==> src/rtl/request_conditioner.sv <==
// Pedestrian push-button conditioner: synchronise, debounce, then latch one request per fresh press,
// hold it for the controller domain, release on acknowledge and enforce a lockout window.
module request_conditioner #(
  parameter int DEBOUNCE_CYCLES = 1_000_000,
  parameter int HOLD_CYCLES     = 100_000_000,
  parameter int LOCKOUT_CYCLES  = 200_000_000
) (
  input  logic       clk_100MHz,
  input  logic       reset,
  input  logic       button,
  input  logic       clear,
  output logic       request,
  output logic       busy,
  output logic       dropped,
  output logic [7:0] press_count
);

  localparam int DW = $clog2(DEBOUNCE_CYCLES + 1);
  localparam int HW = $clog2(HOLD_CYCLES + 1);
  localparam int LW = $clog2(LOCKOUT_CYCLES + 1);

  localparam logic [DW-1:0] DB_LAST   = DW'(DEBOUNCE_CYCLES - 1);
  localparam logic [HW-1:0] HOLD_MAX  = HW'(HOLD_CYCLES);
  localparam logic [HW-1:0] HOLD_LAST = HW'(HOLD_CYCLES - 1);
  localparam logic [LW-1:0] LOCK_LAST = LW'(LOCKOUT_CYCLES - 1);

  typedef enum logic [1:0] {
    S_IDLE    = 2'd0,
    S_PENDING = 2'd1,
    S_LOCKOUT = 2'd2
  } state_t;

  state_t        r_state;
  state_t        w_next;
  logic          r_sync1;
  logic          r_sync2;
  logic          r_db;
  logic          r_db_q;
  logic [DW-1:0] r_dcnt;
  logic [HW-1:0] r_hcnt;
  logic [LW-1:0] r_lcnt;
  logic          r_clr_seen;
  logic          r_request;
  logic          r_busy;
  logic          r_dropped;
  logic [7:0]    r_press_count;
  logic          w_press;
  logic          w_hold_done;

  assign w_press     = r_db & ~r_db_q;
  assign w_hold_done = (r_hcnt >= HOLD_LAST);

  // Synchroniser and debouncer; a level is accepted only after DEBOUNCE_CYCLES stable cycles
  always_ff @(posedge clk_100MHz or posedge reset) begin
    if (reset) begin
      r_sync1 <= 1'b0;
      r_sync2 <= 1'b0;
      r_db    <= 1'b0;
      r_db_q  <= 1'b0;
      r_dcnt  <= '0;
    end else begin
      r_sync1 <= button;
      r_sync2 <= r_sync1;
      r_db_q  <= r_db;
      if (r_sync2 == r_db) begin
        r_dcnt <= '0;
      end else if (r_dcnt == DB_LAST) begin
        r_db   <= r_sync2;
        r_dcnt <= '0;
      end else begin
        r_dcnt <= r_dcnt + DW'(1);
      end
    end
  end

  // Next-state logic
  always_comb begin
    w_next = r_state;
    case (r_state)
      S_IDLE: begin
        if (w_press) w_next = S_PENDING;
        else         w_next = S_IDLE;
      end
      S_PENDING: begin
        if (w_hold_done && (clear || r_clr_seen)) w_next = S_LOCKOUT;
        else                                      w_next = S_PENDING;
      end
      S_LOCKOUT: begin
        if (r_lcnt == LOCK_LAST) w_next = S_IDLE;
        else                     w_next = S_LOCKOUT;
      end
      default: w_next = S_IDLE;
    endcase
  end

  // State register
  always_ff @(posedge clk_100MHz or posedge reset) begin
    if (reset) r_state <= S_IDLE;
    else       r_state <= w_next;
  end

  // Hold/lockout counters and acknowledge memory; all restart whenever their state is left
  always_ff @(posedge clk_100MHz or posedge reset) begin
    if (reset) begin
      r_hcnt     <= '0;
      r_lcnt     <= '0;
      r_clr_seen <= 1'b0;
    end else begin
      if (r_state != S_PENDING) begin
        r_hcnt     <= '0;
        r_clr_seen <= 1'b0;
      end else begin
        r_clr_seen <= r_clr_seen | clear;
        if (r_hcnt != HOLD_MAX) r_hcnt <= r_hcnt + HW'(1);
        else                    r_hcnt <= r_hcnt;
      end
      if (r_state != S_LOCKOUT) r_lcnt <= '0;
      else                      r_lcnt <= r_lcnt + LW'(1);
    end
  end

  // Registered outputs, aligned with the state register
  always_ff @(posedge clk_100MHz or posedge reset) begin
    if (reset) begin
      r_request     <= 1'b0;
      r_busy        <= 1'b0;
      r_dropped     <= 1'b0;
      r_press_count <= 8'd0;
    end else begin
      r_request <= (w_next == S_PENDING);
      r_busy    <= (w_next != S_IDLE);
      r_dropped <= w_press && (r_state != S_IDLE);
      if (w_press && (r_state == S_IDLE) && (r_press_count != 8'hFF))
        r_press_count <= r_press_count + 8'd1;
      else
        r_press_count <= r_press_count;
    end
  end

  assign request     = r_request;
  assign busy        = r_busy;
  assign dropped     = r_dropped;
  assign press_count = r_press_count;

endmodule

==> config.mk <==
export PLATFORM = sky130hd
export DESIGN_NAME = request_conditioner
export DESIGN_NICKNAME = d
export VERILOG_FILES = /design/src/rtl/request_conditioner.sv
export SDC_FILE = /design/constraint.sdc
export NUM_CORES = 1
export LEC_CHECK = 0
export ABC_AREA = 1
export CORE_ASPECT_RATIO = 0.9
export CORE_MARGIN = 2
export CORE_UTILIZATION = 40
export CTS_CLUSTER_SIZE = 8
export DETAILED_ROUTE_END_ITERATION = 16
export GPL_TIMING_DRIVEN = 0
export SLEW_MARGIN = 10
export SYNTH_ARGS = -nofsm -noshare
export SYNTH_HDL_FRONTEND = slang
export SYNTH_SLANG_ARGS = --single-unit
==> constraint.sdc <==
create_clock -name clk_100MHz -period 4 [get_ports clk_100MHz]
set_input_delay 0.8 -clock clk_100MHz [delete_from_list [all_inputs] [get_ports clk_100MHz]]
set_output_delay 0.8 -clock clk_100MHz [all_outputs]
set_load 0.01 [all_outputs]
# Yosys cells after proc, flatten, opt, wreduce, memory -nomap -nowiden
# Cells that the tools add are included.
# word_totals
ff_bits,93
in_bits,4
output_inout_bits,11
wordCells,52
# op_classes
n_addsub,4
n_lt_le_gt_ge,1
eq_ne,10
n_mux,10
bitwise_logic,4
n_reduce_logical,10
# ops
cell,n
2-to-1 mux 27 bit,2
2-to-1 mux 20 bit,2
"adder 28 x 1 -> 28 bit, second input constant",1
"equality test 28 bit, second input constant",1
2-to-1 mux 28 bit,1
"adder 27 x 1 -> 27 bit, second input constant",1
"greater-or-equal comparator 27 bit, second input constant",1
"!= test 27 bit, second input constant",1
"adder 20 x 1 -> 20 bit, second input constant",1
"equality test 20 bit, second input constant",1
"adder 8 x 1 -> 8 bit, second input constant",1
"!= test 8 bit, second input constant",1
case mux 2 bit (3 select lines),1
nonzero test 2 bit,3
"equality test 2 x 1 -> 1 bit, second input constant",2
logical AND 1 bit,4
2-to-1 mux 2 bit,2
"equality test 2 bit, second input constant",1
zero test 2 bit,1
2-to-1 mux 1 bit,2
"!= test 2 x 1 -> 1 bit, second input constant",1
"!= test 2 bit, second input constant",1
inverter 1 bit,2
AND reduction 2 bit,1
other kinds (4),4

# Longest topological paths before layout
# logic_depth
word_depth,5
ltp_mapped,11
mapped_depth_nobuf,11

# Least setup slack after synthesis
# OpenSTA, ideal clock, no wires.
# synth_path
path_kind,register to register
from,reg r_lcnt[0]
to,reg r_lcnt[20]
setup_time_ns,0.134
arrival_time_ns,1.397
required_ns,3.866
setup_slack_ns,2.469
stages_incl_launch_ff,9
n_path_buf,0
period_less_slack_ns,1.531
path_cell_list,dfrtp_1 > ha_1 > nand3_1 > nor2_2 > nand3_1 > nor2_2 > nand2_2 > nor3_1 > nor3_2
# synth_between
elab_chain_cells,2
# synth_rtl
element,line_no,source
from (decl),41,logic [LW-1:0] r_lcnt;
from (signal assigned),118,else r_lcnt <= r_lcnt + LW'(1);
adder 28 x 1 -> 28 bit,118,
2-to-1 mux 28 bit,117,if (r_state != S_LOCKOUT) r_lcnt <= '0;
# No other way between the ends.
# A chain may end at the register's enable or synchronous reset.

# Worst setup path after layout
# layout_path
from,"reg r_press_count[3], in the netlist press_count[3]"
to,out press_count[3]
# layout_rtl
element,line_no,source
from (decl),46,logic [7:0] r_press_count;
from (signal assigned),134,r_press_count <= r_press_count + 8'd1;
from (signal assigned),136,r_press_count <= r_press_count;
to (decl),15,output logic [7:0] press_count
# No word-level cell between the ends.

==> reports/summary.txt <==
Clock share of power = 48.1%
Total Wirelength = 11000 um
Total Routing Usage GR = 17.8%
Synth area leaders = dfrtp_1, nand2_1, nor2_1, inv_1, xor2_1
Worst EP arrival = 1.36 ns
Synth Flop Type = dfrtp_1
Largest net degree at the start of global routing = 61
Max clock buf depth = 2
Core footprint = 12600 um^2
Final ANT Viol Nets = 0
Slew @ Worst Pin = 0.566 ns
Most common cell after layout, fill and taps aside = nand2_1
Post-CTS resize count = 0
Grt total ovfl = 0
ANT cells = 0
Warnings, synthesis = 0
Proportion of synthesized area in mux cells = 0.220%
Yosys reg bits = 93
Synth-to-layout area growth = 13.5%
Final Setup Violations = 0
Clock latency on the worst-skew pair = 0.35 ns
Number of port buffers = 14
Placed Cells = 827
Routability cong. = 0.931
Die W = 123 um
Worst Skew = 0.00574 ns
Comb power frac = 1.9%
Startpoint Class = flop
Worst setup path class = flop to output pin
Distinct cells, synth = 41
Outcome = finished, final reports clean
Sequential element share of the synthesized area = 45.5%
Critical Path RT = 3.20 ns
Clock sink count = 93
Placed cell areas = 5490 um^2
DIE HEIGHT = 111 um
Post-synth EDFFs = 0
Wire length per cell = 13.1 um
Die area = 13700 um^2
Global-route wire length before repair = 19700 um
Slowest library cell on the worst path = clkdlybuf4s50_1
Via density = 5.09
Mapped Area = 5110 um^2
Final core utilization = 46.1%
Asr flop ratio synth = 100%
# rows = 39
# hold bufs at CTS = 0
Number of global-route vias before repair = 4239
Mapped Cells = 648
Worst-path fanout max = 6
R2R setup slack = 2.18 ns
Clk root buf = clkbuf_16
Via Count = 4282
Layout net count = 683
Yosys top cell by area = dfrtp_1
Avg Cell Area, Syn = 7.89 um^2
Worst setup margin = 1.84 ns
Initial antenna violation count = 0
Critical path buffer and inverter count = 1
Post-DP HPWL = 8090 um
Leak = 2.63 nW
Net Switching = 393 uW
Power Internal = 1.50 mW
Final Hold Fails = 0
Most frequent cells in the layout = nand2_1, nor2_1, dfrtp_1, inv_1, nor3_1
Total CTS buffers = 9
Design area = 5800 um^2
Top-area cell type share of the netlist area = 45.5%
F_max = 463 MHz
CP max stage delay = 0.57 ns
CTS tree = built
Largest family of logic cells by synthesized area = simple AND/OR/NAND/NOR gates
Max-cap violations = 0
DRT Pass-1 Iters = 5
Reg clk slew, reported paths = 0.06 ns
Drt drc = 0
Fin crit share = 54.0%
Post-Synth Simple-Gate Area = 33.7%
Post-CTS setup-driven buffer insertion count = 0
Io pins = 15
Worst setup EP type = output pin
# H-tree levels = 3
Crit path max-delay family = buffers and inverters
Sequential fraction of design power = 50.0%
Syn_nets = 657
Final Max Tran Viols = 0
Synth Area in XOR/XNOR = 6.17%
Drt initial violations = 340
Initial Utilization = 40.6%
Adder and majority gate portion of the synthesized area = 1.22%
Share of layout cells above drive strength 1 = 10.5%
Critical Path, Cell by Cell = clkdlybuf4s50_1
Maximum vdd drop = 0.208 mV
Layout Cells excl Fill = 842
Switch share = 20.8%
Min Tclk post-route = 2.16 ns
Setup repair after global routing missed its margin = no
Synth Area in Compound Gates = 5.70%
PwrDens = 326 nW/um^2
Worst rel slew slack = 61.9%
Hold WC Path Type = flop to flop
Post-place setup slack = 2.11 ns
final timing paths:
path | from | endpoint | depth (start not counted)
max | press_count[3] | press_count[3] | 1
min | r_sync1 | r_sync2 | 0
max reg2reg | r_lcnt[0] | r_lcnt[26] | 8
min reg2reg | r_sync1 | r_sync2 | 0
max in group asynchronous | reset | r_hcnt[7] | 3
min in group asynchronous | reset | r_lcnt[10] | 2
power by group through the flow:
stage	Combinational [mW]	Clock, mW	Sequential (mW)
4_1_cts	0.0383	0.943	0.946
3_3_place_gp	0.0335	0	0.964
3_5_place_dp	0.0382	0	0.964
5_1_grt	0.0426	0.989	0.946
6_report	0.0361	0.909	0.946
2_1_floorplan	0.0222	0	0.963
stage by stage:
| stage | hold WS [ns] | total power, mW | setup TNS [ns] |
|---|---|---|---|
| 6_report | 0.369 | 1.89 | 0 |
| 4_1_cts | 0.369 | 1.93 | 0 |
| 2_1_floorplan | 0.331 | 0.986 | 0 |
| 3_5_place_dp | 0.341 | 1.00 | 0 |
| 5_1_grt | 0.377 | 1.98 | 0 |
| 3_3_place_gp | 0.339 | 0.997 | -69.86 |
area by class of cell:
class	count	area [um^2]
clock buffer	9	225
tap	164	205
buffer	5	22.5
fill	1209	6790
multi-input combinational	454	2400
sequential	93	2330
inverter	96	363
clock inverter	6	87.6
timing repair buffer	15	168
flip-flops by register name, indices dropped and copies added, names as in the netlist, 2 cells and up:
signal	flops
r_state	2
r_hcnt	27
r_dcnt	20
press_count	8
r_lcnt	28
kinds of logic after synthesis:
kind of cell | after synthesis
fa+ha+maj | 5
flops | 93
buf+inv | 101
mux | 1
compound gates | 53
simple gates | 359
xor+xnor | 36
per-layer routing:
layer / global-route usage, % / vias up / wire length [um]
li1: - / 2147 / -
met2: 27.3 / 91 / 5070
met1: 24.7 / 2029 / 5370
met3: 2.98 / 15 / 391
met5: 0 / - / 0
met4: 7.50 / 0 / 212
cells in the mapped netlist, drive strengths merged (2+ instances only):
library cell  instances
xnor2                13
nor3                 43
buf                   3
dfrtp                93
ha                    5
o21ai                17
nand4                27
nand2               122
nor2                118
xor2                 23
clkbuf                2
a31oi                 2
inv                  96
nand3                36
a21oi                28
nor4                  8
Note: power is estimated with default switching activity, not from simulation.
